===== src/rtl/evt_seq_pkg.sv =====
// Shared state encoding and phase constants for the event sequence generator.
package evt_seq_pkg;

  typedef enum logic [2:0] {
    IDLE   = 3'd0,
    PH_A   = 3'd1,
    PH_GAP = 3'd2,
    PH_B   = 3'd3,
    PH_F   = 3'd4,
    PH_G   = 3'd5,
    FIN    = 3'd6
  } state_t;

  localparam int unsigned NUM_PHASES = 5;

  // Phases are encoded consecutively from PH_A, so the last one sits at NUM_PHASES.
  localparam state_t LAST_PHASE = state_t'(NUM_PHASES);

endpackage


===== src/rtl/evt_step_timer.sv =====
// Down-counter that times one phase: loaded with length-1, expires at zero.
module evt_step_timer #(
  parameter int STEP_W = 8
) (
  input  logic              clk,
  input  logic              rstn,
  input  logic              load,
  input  logic [STEP_W-1:0] load_val,
  input  logic              en,
  output logic              expire
);

  logic [STEP_W-1:0] cnt;

  // Load wins over counting; the count holds at zero so it never wraps.
  always_ff @(posedge clk or negedge rstn) begin
    if (!rstn) begin
      cnt <= '0;
    end else if (load) begin
      cnt <= load_val;
    end else if (en && (cnt != '0)) begin
      cnt <= cnt - STEP_W'(1);
    end
  end

  assign expire = (cnt == '0);

endmodule


===== src/rtl/evt_seq_gen.sv =====
// Event sequence generator: a pulse, gap, b, f (as b falls), f+g, then done.
// Optional macro EVT_SEQ_GEN_LOOP_EN adds a loop input that repeats passes.
module evt_seq_gen
  import evt_seq_pkg::*;
#(
  parameter int STEP_W   = 8,
  parameter int DEF_STEP = 5
) (
  input  logic              clk,
  input  logic              rstn,
  input  logic              start,
  input  logic              abort,
  input  logic [STEP_W-1:0] step_len,
`ifdef EVT_SEQ_GEN_LOOP_EN
  input  logic              loop,
`endif
  output logic              busy,
  output logic              done,
  output logic              a,
  output logic              b,
  output logic              f,
  output logic              g
);

  localparam logic [STEP_W-1:0] DEF_LEN = STEP_W'(DEF_STEP);
  localparam logic [STEP_W-1:0] ONE     = STEP_W'(1);

  state_t            state, state_nxt;
  logic [STEP_W-1:0] len_q, len_nxt;
  logic [STEP_W-1:0] load_val;
  logic              load;
  logic              expire;
  logic              loop_req;

`ifdef EVT_SEQ_GEN_LOOP_EN
  assign loop_req = loop;
`else
  assign loop_req = 1'b0;
`endif

  function automatic logic is_phase(input state_t s);
    return (s inside {PH_A, PH_GAP, PH_B, PH_F, PH_G});
  endfunction

  evt_step_timer #(
    .STEP_W(STEP_W)
  ) u_timer (
    .clk     (clk),
    .rstn    (rstn),
    .load    (load),
    .load_val(load_val),
    .en      (is_phase(state)),
    .expire  (expire)
  );

  always_ff @(posedge clk or negedge rstn) begin
    if (!rstn) begin
      state <= IDLE;
      len_q <= '0;
    end else begin
      state <= state_nxt;
      len_q <= len_nxt;
    end
  end

  always_comb begin
    state_nxt = state;
    len_nxt   = len_q;
    load      = 1'b0;
    load_val  = len_q - ONE;
    if (abort) begin
      state_nxt = IDLE;
    end else begin
      case (state)
        IDLE: begin
          if (start) begin
            state_nxt = PH_A;
            len_nxt   = (step_len == '0) ? DEF_LEN : step_len;
            load      = 1'b1;
            load_val  = len_nxt - ONE;
          end
        end
        FIN: state_nxt = IDLE;
        default: begin
          if (expire) begin
            if (state == LAST_PHASE) begin
              state_nxt = loop_req ? PH_A : FIN;
              load      = loop_req;
            end else begin
              state_nxt = state_t'(state + 3'd1);
              load      = 1'b1;
            end
          end
        end
      endcase
    end
  end

  // Outputs decode the next state so they switch on the same edge as the state.
  always_ff @(posedge clk or negedge rstn) begin
    if (!rstn) begin
      busy <= 1'b0;
      done <= 1'b0;
      a    <= 1'b0;
      b    <= 1'b0;
      f    <= 1'b0;
      g    <= 1'b0;
    end else begin
      busy <= is_phase(state_nxt);
      done <= (state_nxt == FIN);
      a    <= (state_nxt == PH_A);
      b    <= (state_nxt == PH_B);
      f    <= (state_nxt == PH_F) || (state_nxt == PH_G);
      g    <= (state_nxt == PH_G);
    end
  end

endmodule


===== config.mk =====
export PLATFORM = sky130hd
export DESIGN_NAME = evt_seq_gen
export DESIGN_NICKNAME = d
export VERILOG_FILES = /design/src/rtl/evt_seq_pkg.sv /design/src/rtl/evt_step_timer.sv /design/src/rtl/evt_seq_gen.sv
export SDC_FILE = /design/constraint.sdc
export NUM_CORES = 1
export LEC_CHECK = 0
export CAP_MARGIN = 20
export CORE_UTILIZATION = 49
export CTS_CLUSTER_SIZE = 24
export DETAILED_ROUTE_END_ITERATION = 10
export DONT_BUFFER_PORTS = 1
export PLACE_DENSITY_LB_ADDON = 0.05
export SLEW_MARGIN = 10
export SYNTH_ARGS = -nofsm -noshare
export SYNTH_HDL_FRONTEND = slang
export SYNTH_SLANG_ARGS = --single-unit

===== constraint.sdc =====
create_clock -name clk -period 2.6 [get_ports clk]
set_input_delay 0.52 -clock clk [delete_from_list [all_inputs] [get_ports clk]]
set_output_delay 0.52 -clock clk [all_outputs]
set_load 0.005 [all_outputs]

# After elaboration in Yosys (flattened, before gate mapping)
# Cells that the tools add are included.
[word_totals] regBits=25 out_inout_bits=6 wordCells=52 inputBits=12
[classes] n_eq_ne=12 add_sub_neg=4 bitwise_logic=1 reduce_logical=10 n_mux=16
[ops] operator="$mux W8" count=6
[ops] operator="$sub A8 B1 Y8 const B" count=3
[ops] operator="$eq A3 B3 Y1 const B" count=6
[ops] operator="$logic_not A8 Y1" count=2
[ops] operator="$eq A3 B2 Y1 const B" count=4
[ops] operator="$mux W3" count=4
[ops] operator="$reduce_bool A5 Y1" count=2
[ops] operator="$reduce_bool A8 Y1" count=1
[ops] operator="$eq A3 B1 Y1 const B" count=2
[ops] operator="$pmux W3 S2" count=1
[ops] operator="$mux W1" count=4
[ops] operator="$add A3 B1 Y3 const B" count=1
[ops] operator="$logic_not A3 Y1" count=1
[ops] operator="$reduce_and A3 Y1" count=1
[ops] operator="$pmux W1 S2" count=1
[ops] operator="$reduce_bool A2 Y1" count=1
[ops] operator="$logic_and A1 B1 Y1" count=1
[ops] operator="$logic_or A1 B1 Y1" count=1
[ops] operator="$not A1 Y1" count=1

# Logic depth before layout (Yosys ltp)
[logic_depth] word_depth=7 ltp_mapped=9 ltp_nobuf=9

# By module
# Synthesis repeated with hierarchy kept, for this count alone.
[unflattened] cells_unflattened=188 hier_area_um2=1750.4
[by_module_without_submodules] module="evt_seq_gen" n_inst=1 cells_each=130 area_per_inst_um2=1222.4 seq_area_each_um2=425.4
[by_module_without_submodules] module="evt_step_timer" n_inst=1 cells_each=58 area_per_inst_um2=528.0 seq_area_each_um2=200.2

# Worst setup path after synthesis
# OpenSTA, ideal clock, no wires.
[synth_path] path_type="in2reg" from="input step_len[1]" to="register u_timer.cnt[6]" setup_ns=0.094 n_path_buf=0 required_ns=2.506 path_slack_ns=0.322 t_arrival_ns=2.184 cell_stages=9 cell_sequence="or4_1 -> nor3_1 -> nor2_1 -> ha_1 -> or3b_2 -> o31ai_1 -> o31ai_1 -> nor2_1 -> a211oi_1"
[synth_between] elab_chain_cells=7
[synth_lines] item="from (decl)" line="evt_seq_gen.sv:13" text="input logic [STEP_W-1:0] step_len,"
[synth_lines] item="$logic_not A8 Y1" line="evt_seq_gen.sv:78" text="len_nxt = (step_len == '0) ? DEF_LEN : step_len;"
[synth_lines] item="$mux W8 *" line="evt_seq_gen.sv:78"
[synth_lines] item="$sub A8 B1 Y8 *" line="evt_seq_gen.sv:80" text="load_val = len_nxt - ONE;"
[synth_lines] item="$mux W8 *" line="evt_seq_gen.sv:76" text="if (start) begin"
[synth_lines] item="$mux W8 *" line="evt_seq_gen.sv:74" text="case (state)"
[synth_lines] item="$mux W8 *" line="evt_seq_gen.sv:71" text="if (abort) begin"
[synth_lines] item="$mux W8 *" line="evt_step_timer.sv:19" text="end else if (load) begin"
[synth_lines] item="to (signal assigned)" line="evt_step_timer.sv:20" text="cnt <= load_val;"
[synth_lines] item="to (signal assigned)" line="evt_step_timer.sv:22" text="cnt <= cnt - STEP_W'(1);"
[synth_lines] item="to (decl)" line="evt_step_timer.sv:13" text="logic [STEP_W-1:0] cnt;"
# Every way passes the cells marked *; elsewhere a longest branch is shown, timed or not.
# A chain may end at the register's enable or synchronous reset.

# Worst setup path in the final report
[layout_path] from="register state[0]" to="register u_timer.cnt[1]"
[layout_between] elab_chain_cells=6 word_cells_on_any_way=17 cone_classes="eq/ne: 6; mux: 7; reduce/logical: 4"
[layout_lines] item="from (decl)" line="evt_seq_gen.sv:28" text="state_t state, state_nxt;"
[layout_lines] item="from (signal assigned)" line="evt_seq_gen.sv:61" text="state <= state_nxt;"
[layout_lines] item="$eq A3 B3 Y1" line="evt_seq_gen.sv:42, evt_seq_gen.sv:86"
[layout_lines] item="$mux W1" line="evt_seq_gen.sv:86" text="if (state == LAST_PHASE) begin"
[layout_lines] item="$mux W1" line="evt_seq_gen.sv:85" text="if (expire) begin"
[layout_lines] item="$pmux W1 S2" line="evt_seq_gen.sv:74"
[layout_lines] item="$mux W1" line="evt_seq_gen.sv:71"
[layout_lines] item="$mux W8 / $reduce_bool A2 Y1 (equally long branches)"
# Parallel ways exist; a longest one is shown, timed or not.

==> summary.txt <==
Place
  • I/O Buffers: 0
  • Placer Congestion: 0.8010
  • DP HPWL: 2.782 mm
  • Inst Count DP: 226

Worst setup path
  • Crit end category: flop
  • Critical path class: flop to flop
  • CP arrival: 2590 ps
  • Critical Path End: u_timer.cnt[1]$_DFFE_PN0P_
  • Startpoint Class: flop
  • CP required: 2870 ps
  • CP Max Fanout: 7
  • Critical R2R Launch: state[0]$_DFF_PN0_
  • R2r endpoint: u_timer.cnt[1]$_DFFE_PN0P_
  • Cell depth of the worst flop-to-flop path: 7
  • Reg2Reg Setup Slack: 280 ps
  • CP Launch Point: state[0]$_DFF_PN0_

Global route
  • Met2 Usage GRT: 0.3815
  • Total grt overflow: 0
  • GRT Total Usage: 0.2397
  • GR Layer Usage met1: 0.3274
  • Grt peak-use layer: met2
  • Largest net degree at the start of global routing: 26
  • Vias in the first global route: 1327
  • Initial antenna violation count: 0
  • First-pass GRT wire length: 6.299 mm
  • M3 GR Usage: 0.04978

Power and ir drop
  • Switch share: 0.3613
  • Psw: 400.2 uW
  • Design Power: 1.108 mW
  • Maximum vdd drop: 0.2727 mV
  • Internal power: 707.6 uW
  • Flop pwr share: 0.516
  • Logic pwr share: 0.320
  • Clock power frac: 0.164
  • Leakage power: 0.7410 nW
  • Pwr dens: 619.1 nW/um^2

Cells and area
  • Layout net count: 209
  • Area Overhead vs Synth: 7.438%
  • Commonest non-fill, non-tap cell in the layout: dfrtp_1
  • Commonest cells after routing, fill and taps aside: dfrtp_1, nor2_1, nand2_1
  • Layout Cells excl Fill: 232
  • N_diodes: 0
  • Share of cells above drive strength 1: 0.1330

Timing
  • Final Hold Vio Count: 0
  • Slew headroom: 0.5918
  • RSZ-0062 raised after global routing: no
  • Setup violators final: 0
  • Slew Viols, Final: 0
  • Setup TNS Final: 0 ps
  • Minimum clock period: 2316 ps
  • Fmax: 431.8 MHz
  • Worst-margin pin slew: 608.6 ps
  • Clock Skews: 4.760 ps
  • Period utilization: 0.8907

Floorplanning
  • Core ar.: 3128 sq um
  • Die Y: 60.30 um
  • Effective utilization at floorplan: 0.5324
  • Die width: 60.30 um
  • I/O pins: 18
  • Row count: 20
  • Die area: 3636 sq um

Logic synthesis
  • Post-synthesis sequential area ratio: 0.3757
  • Synth area leader: dfrtp_1
  • Post-synth EDFFs: 0
  • Ys Warns: 0
  • Post-Syn Area: 1665 sq um
  • Synth Flop Type: dfrtp_1
  • Synth area leaders: dfrtp_1, ha_1, xnor2_1
  • Yosys cell types: 43
  • Async SR Flop Fraction: 1.000
  • Post-Syn Nets: 202
  • Syn_area_per_cell: 9.150 sq um
  • Synth Register Bits: 25
  • Gate Count Post-Synth: 182
  • Area share of the largest cell type after synthesis: 0.3757

Routing
  • Via density: 5.974
  • DR DRC count: 0
  • Initial DRC count: 110
  • Vias: 1386
  • WL/cell: 16.08 um
  • Antenna Nets Post-Route: 0
  • Drt pass-1 iters: 4
  • Routed WL: 3.731 mm

Clocking
  • TritonCTS buffer count: 3
  • CTS H-tree depth: 1
  • CTS tree: yes
  • Clk slew on worst S/H paths: 140 ps
  • Clock latency at the later pin of the worst-skew pair: 330 ps
  • Setup bufs post-CTS: 0
  • Root cell of the clock tree: clkbuf_4
  • CTS sink count: 25
  • Clock Tree Buf Depth: 2

Run
  • Max cap viols: 0

Outcome
  • Status: completed

Min path
  • HP Class: input pin to flop
-- area by class of cell --
type | instances | area (sq um)
Fill cell | 290 | 1339
Clock inverter | 1 | 5.005
Multi-Input combinational cell | 143 | 983.4
Timing Repair Buffer | 6 | 60.06
Tap cell | 44 | 55.05
Sequential cell | 25 | 625.6
Clock buffer | 3 | 22.52
Inverter | 10 | 37.54
-- synthesized netlist by cell type, types with 2 or more instances --
cell and count:
a21oi_1 13, a22oi_1 2, o31ai_1 5, clkbuf_1 3, dfrtp_1 25, xnor2_1 11, nor2_1 16, mux2_2 5
nor3_1 10, mux2i_1 2, nor2b_1 2, or4_1 2, nand2_1 13, a211oi_1 5, and2_1 2, nand3b_1 2
nor4_1 4, or3_1 4, ha_1 8, xor2_1 2, inv_1 10, nand2b_1 2, nor3b_1 5, nand3_1 5
or2b_1 2, o21ai_0 4, o21ba_2 2
-- state kept, by name (all words and copies together) (netlist names) --
signal and flops:
u_timer.cnt 8, len_q 8, f 1, state 3, g 1, busy 1, done 1, b 1
a 1
-- critical path, stage by stage (launching register included) --
cell     delay [ps]
dfrtp_1         460
inv_1           100
ha_1            270
or3_1           350
a21oi_1         490
nor2_1          150
mux2_2          300
a21oi_1         140
-- power groups by stage --
stage                     clock (mW)  sequential, mW  combinational (mW)
after detailed placement           0           0.579               0.338
after floorplan                    0           0.554               0.281
after global routing           0.198           0.588               0.402
after global placement             0           0.575               0.332
after CTS                      0.183           0.571               0.356
final                          0.181           0.572               0.355
-- worst min-delay path by stage --
stage	start	endpoint	slack, ps	cells past startpoint
after floorplan	rstn	a$_DFF_PN0_	220	0
after global placement	rstn	u_timer.cnt[5]$_DFFE_PN0P_	230	0
after detailed placement	rstn	u_timer.cnt[7]$_DFFE_PN0P_	220	0
after CTS	abort	b$_DFF_PN0_	230	1
after global routing	abort	b$_DFF_PN0_	210	1
final	abort	b$_DFF_PN0_	230	1
-- per-stage QoR --
stage / util / setup slack (ps) / area (sq um) / hold slack (ps)
floorplan: - / 321.8 / 1665 / 224.4
global placement: 0.5524 / 251.0 / 1728 / 225.1
detailed placement: 0.5524 / 201.8 / 1728 / 225.0
CTS: 0.5708 / 215.8 / 1785 / 234.0
global route: 0.5720 / 162.9 / 1789 / 213.1
finish: 0.5720 / 284.3 / 1789 / 234.9
-- logic make-up (layout without fill, tap and decap cells) --
kind of cell             count (synthesis)  count (layout)  share of synthesized area
flip-flops                              25              25                     0.3757
adder cells (fa/ha/maj)                  8               8                    0.06011
buffers and inverters                   14              20                    0.03606
AND/OR/NAND/NOR                         77              77                     0.2577
AO/OA/AOI/OAI                           37              37                     0.1473
XOR/XNOR                                13              13                    0.06837
multiplexers                             8               8                    0.05484
-- repair_timing --
item	in CTS	in global routing
endpoints found under the setup margin	0	1
hold endpoints to repair	25	0
gates resized for setup	0	1
hold buffers	2	0
-- per-layer routing --
layer,wire [um],vias up,part of all wire
li1,-,665,-
met1,1702,671,0.46
met2,1780,43,0.48
met3,193,7,0.052
met4,55,0,0.015
met5,0,-,0
No activity file was read; power rests on OpenSTA's default activity.
